## src/rtl/color_mix_pal.sv

```systemverilog
// ----------------------------------------------------------------------------
// color_mix_pal
//
// Palette-based video colour mixer. Each input pixel (IN_BITS per channel)
// indexes a host-writable palette RAM; the resulting colour (or a linear
// expansion of the input, depending on mix) is then passed through a
// colour / monochrome mix stage. Fixed latency of two ce_pix pulses, with the
// sync and blank signals delayed by the same amount.
//
// After reset the palette fills itself with a linear ramp, one entry per
// clk_vid cycle. Host writes are accepted once pal_ready is high.
//
// Ports:
//   clk_vid                  video clock
//   reset_n                  synchronous active-low reset
//   ce_pix                   pixel clock enable, advances both pipeline stages
//   mix[2:0]                 0 palette, 1 linear bypass, 2 green, 3 amber,
//                            4 cyan, 5 gray, 6/7 black
//   R_in/G_in/B_in           input pixel, IN_BITS per channel
//   HSync/VSync/HBlank/VBlank_in  timing inputs
//   pal_wr/pal_addr/pal_data palette write port, address and data are {R,G,B}
//   pal_ready                high when palette writes are accepted
//   R_out/G_out/B_out        output pixel, OUT_BITS per channel
//   HSync/VSync/HBlank/VBlank_out timing outputs, aligned to the pixel
// ----------------------------------------------------------------------------
module color_mix_pal #(
    parameter int IN_BITS  = 2,
    parameter int OUT_BITS = 8
) (
    input  logic                    clk_vid,
    input  logic                    reset_n,
    input  logic                    ce_pix,
    input  logic [2:0]              mix,
    input  logic [IN_BITS-1:0]      R_in,
    input  logic [IN_BITS-1:0]      G_in,
    input  logic [IN_BITS-1:0]      B_in,
    input  logic                    HSync_in,
    input  logic                    VSync_in,
    input  logic                    HBlank_in,
    input  logic                    VBlank_in,
    input  logic                    pal_wr,
    input  logic [3*IN_BITS-1:0]    pal_addr,
    input  logic [3*OUT_BITS-1:0]   pal_data,
    output logic                    pal_ready,
    output logic [OUT_BITS-1:0]     R_out,
    output logic [OUT_BITS-1:0]     G_out,
    output logic [OUT_BITS-1:0]     B_out,
    output logic                    HSync_out,
    output logic                    VSync_out,
    output logic                    HBlank_out,
    output logic                    VBlank_out
);

    localparam int CH_N = 1 << IN_BITS;     // levels per input channel
    localparam int AW   = 3 * IN_BITS;      // palette address width
    localparam int N    = 1 << AW;          // palette depth
    localparam int DW   = 3 * OUT_BITS;     // palette word width
    localparam int PW   = OUT_BITS + 8;     // luma accumulator width

    localparam logic [0:0] ST_INIT = 1'b0;
    localparam logic [0:0] ST_RUN  = 1'b1;

    // Linear expansion of one channel value, evaluated only with constant
    // arguments so it folds into a lookup table at elaboration.
    function automatic logic [OUT_BITS-1:0] expand_val(input int v);
        longint num;
        num = longint'((1 << OUT_BITS) - 1) * longint'(v);
        return OUT_BITS'(num / longint'(CH_N - 1));
    endfunction

    logic [OUT_BITS-1:0] exp_lut [CH_N];

    for (genvar gi = 0; gi < CH_N; gi++) begin : g_lut
        assign exp_lut[gi] = expand_val(gi);
    end

    // ------------------------------------------------------------------
    // Init / run sequencer
    // ------------------------------------------------------------------
    logic [0:0]    state_q, state_d;
    logic [AW-1:0] init_addr_q, init_addr_d;

    always_comb begin
        state_d     = state_q;
        init_addr_d = init_addr_q;
        if (state_q == ST_INIT) begin
            init_addr_d = init_addr_q + 1'b1;
            if (init_addr_q == AW'(N - 1)) begin
                state_d = ST_RUN;
            end
        end
    end

    assign pal_ready = (state_q == ST_RUN);

    // ------------------------------------------------------------------
    // Palette RAM: one write port shared by init and host, one registered
    // read port driven by the pixel stream.
    // ------------------------------------------------------------------
    logic [DW-1:0] pal_mem [N];
    logic          wr_en;
    logic [AW-1:0] wr_addr;
    logic [DW-1:0] wr_data;
    logic [AW-1:0] rd_addr;
    logic [DW-1:0] pal_rd_q;

    always_comb begin
        wr_en   = 1'b0;
        wr_addr = init_addr_q;
        wr_data = {exp_lut[init_addr_q[3*IN_BITS-1:2*IN_BITS]],
                   exp_lut[init_addr_q[2*IN_BITS-1:IN_BITS]],
                   exp_lut[init_addr_q[IN_BITS-1:0]]};
        if (reset_n) begin
            if (state_q == ST_INIT) begin
                wr_en = 1'b1;
            end else if (pal_wr) begin
                wr_en   = 1'b1;
                wr_addr = pal_addr;
                wr_data = pal_data;
            end
        end
    end

    assign rd_addr = {R_in, G_in, B_in};

    always_ff @(posedge clk_vid) begin
        if (wr_en) begin
            pal_mem[wr_addr] <= wr_data;
        end
    end

    // Read-before-write: a same-edge read of the address being written
    // returns the previous contents.
    always_ff @(posedge clk_vid) begin
        if (!reset_n) begin
            pal_rd_q <= '0;
        end else if (ce_pix) begin
            pal_rd_q <= pal_mem[rd_addr];
        end
    end

    // ------------------------------------------------------------------
    // Stage 1 side registers and stage 2 mix
    // ------------------------------------------------------------------
    logic [DW-1:0] lin_q,   lin_d;
    logic [2:0]    mix1_q,  mix1_d;
    logic [3:0]    sync1_q, sync1_d;
    logic          run1_q,  run1_d;   // pixel was sampled after init finished
    logic [DW-1:0] rgb_q,   rgb_d;
    logic [3:0]    sync2_q, sync2_d;

    logic [DW-1:0]       src;
    logic [OUT_BITS-1:0] s_r, s_g, s_b;
    logic [PW-1:0]       px;
    logic [OUT_BITS-1:0] luma;
    logic [DW-1:0]       mixed;

    always_comb begin
        src  = (mix1_q == 3'd0) ? pal_rd_q : lin_q;
        s_r  = src[3*OUT_BITS-1:2*OUT_BITS];
        s_g  = src[2*OUT_BITS-1:OUT_BITS];
        s_b  = src[OUT_BITS-1:0];
        // Coefficients sum to 255, so the weighted sum always fits PW bits.
        px   = PW'(s_r) * PW'(54) + PW'(s_g) * PW'(183) + PW'(s_b) * PW'(18);
        luma = px[PW-1:8];

        case (mix1_q)
            3'd0, 3'd1: mixed = src;
            3'd2:       mixed = {{OUT_BITS{1'b0}}, luma, {OUT_BITS{1'b0}}};
            3'd3:       mixed = {luma, luma - (luma >> 2), {OUT_BITS{1'b0}}};
            3'd4:       mixed = {{OUT_BITS{1'b0}}, luma, luma};
            3'd5:       mixed = {luma, luma, luma};
            default:    mixed = '0;
        endcase

        // Pixels read while the palette was still filling may carry
        // undefined RAM contents, so they are blanked as well.
        if (!run1_q || state_q != ST_RUN) begin
            mixed = '0;
        end
    end

    always_comb begin
        lin_d   = lin_q;
        mix1_d  = mix1_q;
        sync1_d = sync1_q;
        run1_d  = run1_q;
        rgb_d   = rgb_q;
        sync2_d = sync2_q;
        if (ce_pix) begin
            lin_d   = {exp_lut[R_in], exp_lut[G_in], exp_lut[B_in]};
            mix1_d  = mix;
            sync1_d = {HSync_in, VSync_in, HBlank_in, VBlank_in};
            run1_d  = pal_ready;
            rgb_d   = mixed;
            sync2_d = sync1_q;
        end
    end

    always_ff @(posedge clk_vid) begin
        if (!reset_n) begin
            state_q     <= ST_INIT;
            init_addr_q <= '0;
            lin_q       <= '0;
            mix1_q      <= '0;
            sync1_q     <= '0;
            run1_q      <= 1'b0;
            rgb_q       <= '0;
            sync2_q     <= '0;
        end else begin
            state_q     <= state_d;
            init_addr_q <= init_addr_d;
            lin_q       <= lin_d;
            mix1_q      <= mix1_d;
            sync1_q     <= sync1_d;
            run1_q      <= run1_d;
            rgb_q       <= rgb_d;
            sync2_q     <= sync2_d;
        end
    end

    assign R_out      = rgb_q[3*OUT_BITS-1:2*OUT_BITS];
    assign G_out      = rgb_q[2*OUT_BITS-1:OUT_BITS];
    assign B_out      = rgb_q[OUT_BITS-1:0];
    assign HSync_out  = sync2_q[3];
    assign VSync_out  = sync2_q[2];
    assign HBlank_out = sync2_q[1];
    assign VBlank_out = sync2_q[0];

endmodule
```

## config.mk

```make
export PLATFORM = sky130hd
export DESIGN_NAME = color_mix_pal
export DESIGN_NICKNAME = d
export VERILOG_FILES = /design/src/rtl/color_mix_pal.sv
export SDC_FILE = /design/constraint.sdc
export NUM_CORES = 2
export LEC_CHECK = 0
export CAP_MARGIN = 20
export CORE_ASPECT_RATIO = 0.9
export CORE_MARGIN = 3
export CORE_UTILIZATION = 55
export CTS_BUF_LIST = sky130_fd_sc_hd__clkbuf_2
export DETAILED_ROUTE_END_ITERATION = 8
export PLACE_DENSITY = 0.69
export REMOVE_ABC_BUFFERS = 1
export SLEW_MARGIN = 25
export SYNTH_ARGS = -nofsm -noshare
export SYNTH_HDL_FRONTEND = slang
export SYNTH_SLANG_ARGS = --single-unit
```

## constraint.sdc

```tcl
create_clock -name clk_vid -period 21.3 [get_ports clk_vid]
set_clock_uncertainty 0.05 [all_clocks]
set_input_delay 2.13 -clock clk_vid [delete_from_list [all_inputs] [get_ports clk_vid]]
set_output_delay 2.13 -clock clk_vid [all_outputs]
set_load 0.03 [all_outputs]
```

==> results_dict.tcl <==
set metrics [dict create \
    cts.repair.resized 0 \
    cpPeakStageDelay_ns 0.58 \
    relSlewSlack_pct 24.4 \
    period_needed_ns 10.32 \
    grt_start_max_net_pins 139 \
    area_growth_pct 9.60 \
    vias_per_cell 6.25 \
    p_per_area_mw_per_mm2 103 \
    wl_um 160000 \
    async_flop_share_pct 0 \
    cts_tree "yes" \
    drt-initial-drc-count 4010 \
    drt-pass1-iter-count 7 \
    numPortBuffers 75 \
    seq_area_frac_synth_pct 72.4 \
    grt_pass1_vias 34607 \
    design.core.area_sq_mm 0.118 \
    io_pins 76 \
    synth_top_cell_area_share_pct 70.2 \
    floorplan.initialDensity_pct 55.8 \
    insertion_delay_ns 1.75 \
    cp_data_required_time_ns 22.86 \
    die_w_um 370 \
    crit_type "reg -> reg" \
    worst_pin_slew_ns 1.13 \
    fillerInstances 8316 \
    clock.fmax_mhz 96.9 \
    cp-end-kind "flip-flop" \
    ys_ff_latch 1609 \
    status "completed" \
    synth_cell_type_count 70 \
    cts.sinks 1609 \
    grt_util_all_layers_pct 26.5 \
    total_leakage_power_nw 24.2 \
    ys.flop_type "edfxtp_1" \
    max-cap-violations 0 \
    fin_cells 5321 \
    yosysTopAreaCell "edfxtp_1" \
    fin_crit_sh_pct 48.5 \
    crit_path_start_kind "flip-flop" \
    cts_setup_buffers 0 \
    wl_per_cell_um 30.1 \
    hpwlAfterDp_um 90300 \
    synth.most_common_cell "edfxtp_1" \
    antenna_left 0 \
    synth_cells 3101 \
    total_power_w 0.00739 \
    gp_congestion 0.872 \
    arrival_ns 11.88 \
    syn_avg_cell_area_sq_um 21.2 \
    htree_levels 5 \
    peakVddDrop_uv 263 \
    num_vias 33274 \
    hold_viol 0 \
    synthTopCellsByCount "1536 x edfxtp_1, 498 x mux4_2, 114 x inv_1" \
    slowest_stage "fa_1" \
    syn_area_sq_mm 0.0657 \
    setup_ws_ns 10.98 \
    dp_slack_ns 11.01 \
    cts_root_buf "clkbuf_2" \
    antenna_found_initial 11 \
    gr-total-overflow 0 \
    grt_pass1_wl_um 234000 \
    hp-class "reg -> reg" \
    path_common_cell "fa_1" \
    finalMaxSlewViolations 0 \
    placed_cells 4692 \
    grt_setup_unrepaired "false" \
    nets 3693 \
    layout-drive-gt1-share_pct 33.8 \
    clk_pin_slew_ns 0.11 \
    dieArea_sq_mm 0.124 \
    drc 0 \
    synth_enable_flop_cells 1536 \
    fin_setup_tns_ns 0 \
    final_util_pct 61.1 \
    ctsHoldBuffers 0 \
    cts-buffers-inserted 390 \
    crit_path_max_fanout 41 \
    clock_path_buffers 4 \
    ys_top_cells_by_area "edfxtp_1 70%, mux4_2 17%, dfxtp_1 2.2%" \
    setup_viol 0 \
    synth_warnings 0 \
    rows 119 \
    die_y_um 334 \
]
[kinds of logic (layout without fill, tap and decap cells)]
kind of cell	count (synthesis)	after routing	share of synthesized area (%)
buf+inv	269	906	1.63
other cells	0	10	0
xor+xnor	27	27	0.360
compound gates	217	217	2.28
fa+ha+maj	134	134	3.17
flops	1609	1609	72.4
simple gates	296	296	2.26
mux	549	549	17.9
[per-layer routing]
layer / vias to the layer above / track usage (%) / wire, um / share of wire [%]
li1: 13801 / - / - / -
met1: 17515 / 37.6 / 63600 / 40
met2: 1702 / 41.1 / 77700 / 48
met3: 252 / 6.52 / 15000 / 9.4
met4: 4 / 8.39 / 3950 / 2.5
met5: - / 0 / 26 / 0.016
[layout make-up]
class,count,area (sq um),share of cell area (%)
Clock inverter,78,418,0.581
Antenna cell,10,25.0,0.0348
Tap cell,1573,1970,2.73
Sequential cell,1609,47600,66.1
Inverter,117,439,0.610
Timing Repair Buffer,171,1520,2.12
Clock buffer,540,2700,3.75
Multi-Input combinational cell,1223,17300,24.1
[sequential cells by signal (all words and copies together), names as in the netlist]
register,cells
init_addr_q,6
lin_q,6
mix1_q,3
pal_mem,1536
pal_rd_q,24
pal_ready,1
rgb_q,24
run1_q,1
sync1_q,4
sync2_q,4
[where the power goes]
group | internal [W] | switching (W)
Sequential | 0.00346 | 0.00000795
Clock | 0.000718 | 0.00115
Combinational | 0.000814 | 0.00123
[placed cells by master, fill, tap and decap left out, types with 5 or more instances in the layout]
master,count
xnor2_1,17
a211oi_1,18
or3_1,6
nand2b_1,7
nand4_1,5
nor3_1,5
clkinv_1,59
clkinv_2,12
o21bai_1,10
edfxtp_1,1536
a21oi_1,61
inv_2,5
a21o_2,9
nand2_1,45
a22oi_1,7
and2_1,10
o21ai_0,24
nor2_2,63
ha_1,80
dfxtp_1,73
clkbuf_2,540
nor2b_1,74
a21o_4,11
nor2_1,39
buf_4,92
clkdlybuf4s50_1,67
fa_1,54
mux4_2,498
inv_1,114
o21ai_1,5
xor2_1,10
diode_2,10
mux2i_1,49
nand3_1,16
a21o_1,18
[stage by stage]
| step | hold slack, ns | instance area, sq um |
|---|---|---|
| 2_1_floorplan | 0.423 | 65100 |
| 3_3_place_gp | 0.400 | 68700 |
| 3_5_place_dp | 0.414 | 68800 |
| 4_1_cts | 0.430 | 71900 |
| 5_1_grt | 0.458 | 72000 |
| 6_report | 0.426 | 72000 |
[path summary, 6_finish.rpt]
kind                  start         to  slack, ns  cells past startpoint
setup / recovery  mix1_q[2]  rgb_q[14]      10.98                     33
hold / removal     rgb_q[8]   rgb_q[8]       0.43                      2
setup reg to reg  mix1_q[2]  rgb_q[14]      10.98                     33
hold reg to reg    rgb_q[8]   rgb_q[8]       0.43                      2
[worst max-delay path: cells and delay by family (launching register included)]
family / cells / cell delay, ns
adder cells (fa/ha/maj): 12 / 5.33
AO/OA/AOI/OAI: 7 / 1.70
AND/OR/NAND/NOR: 6 / 1.30
buffers and inverters: 6 / 1.02
multiplexers: 1 / 0.41
flip-flops: 1 / 0.32
XOR/XNOR: 1 / 0.13
Note: power is estimated with default switching activity, not from simulation.
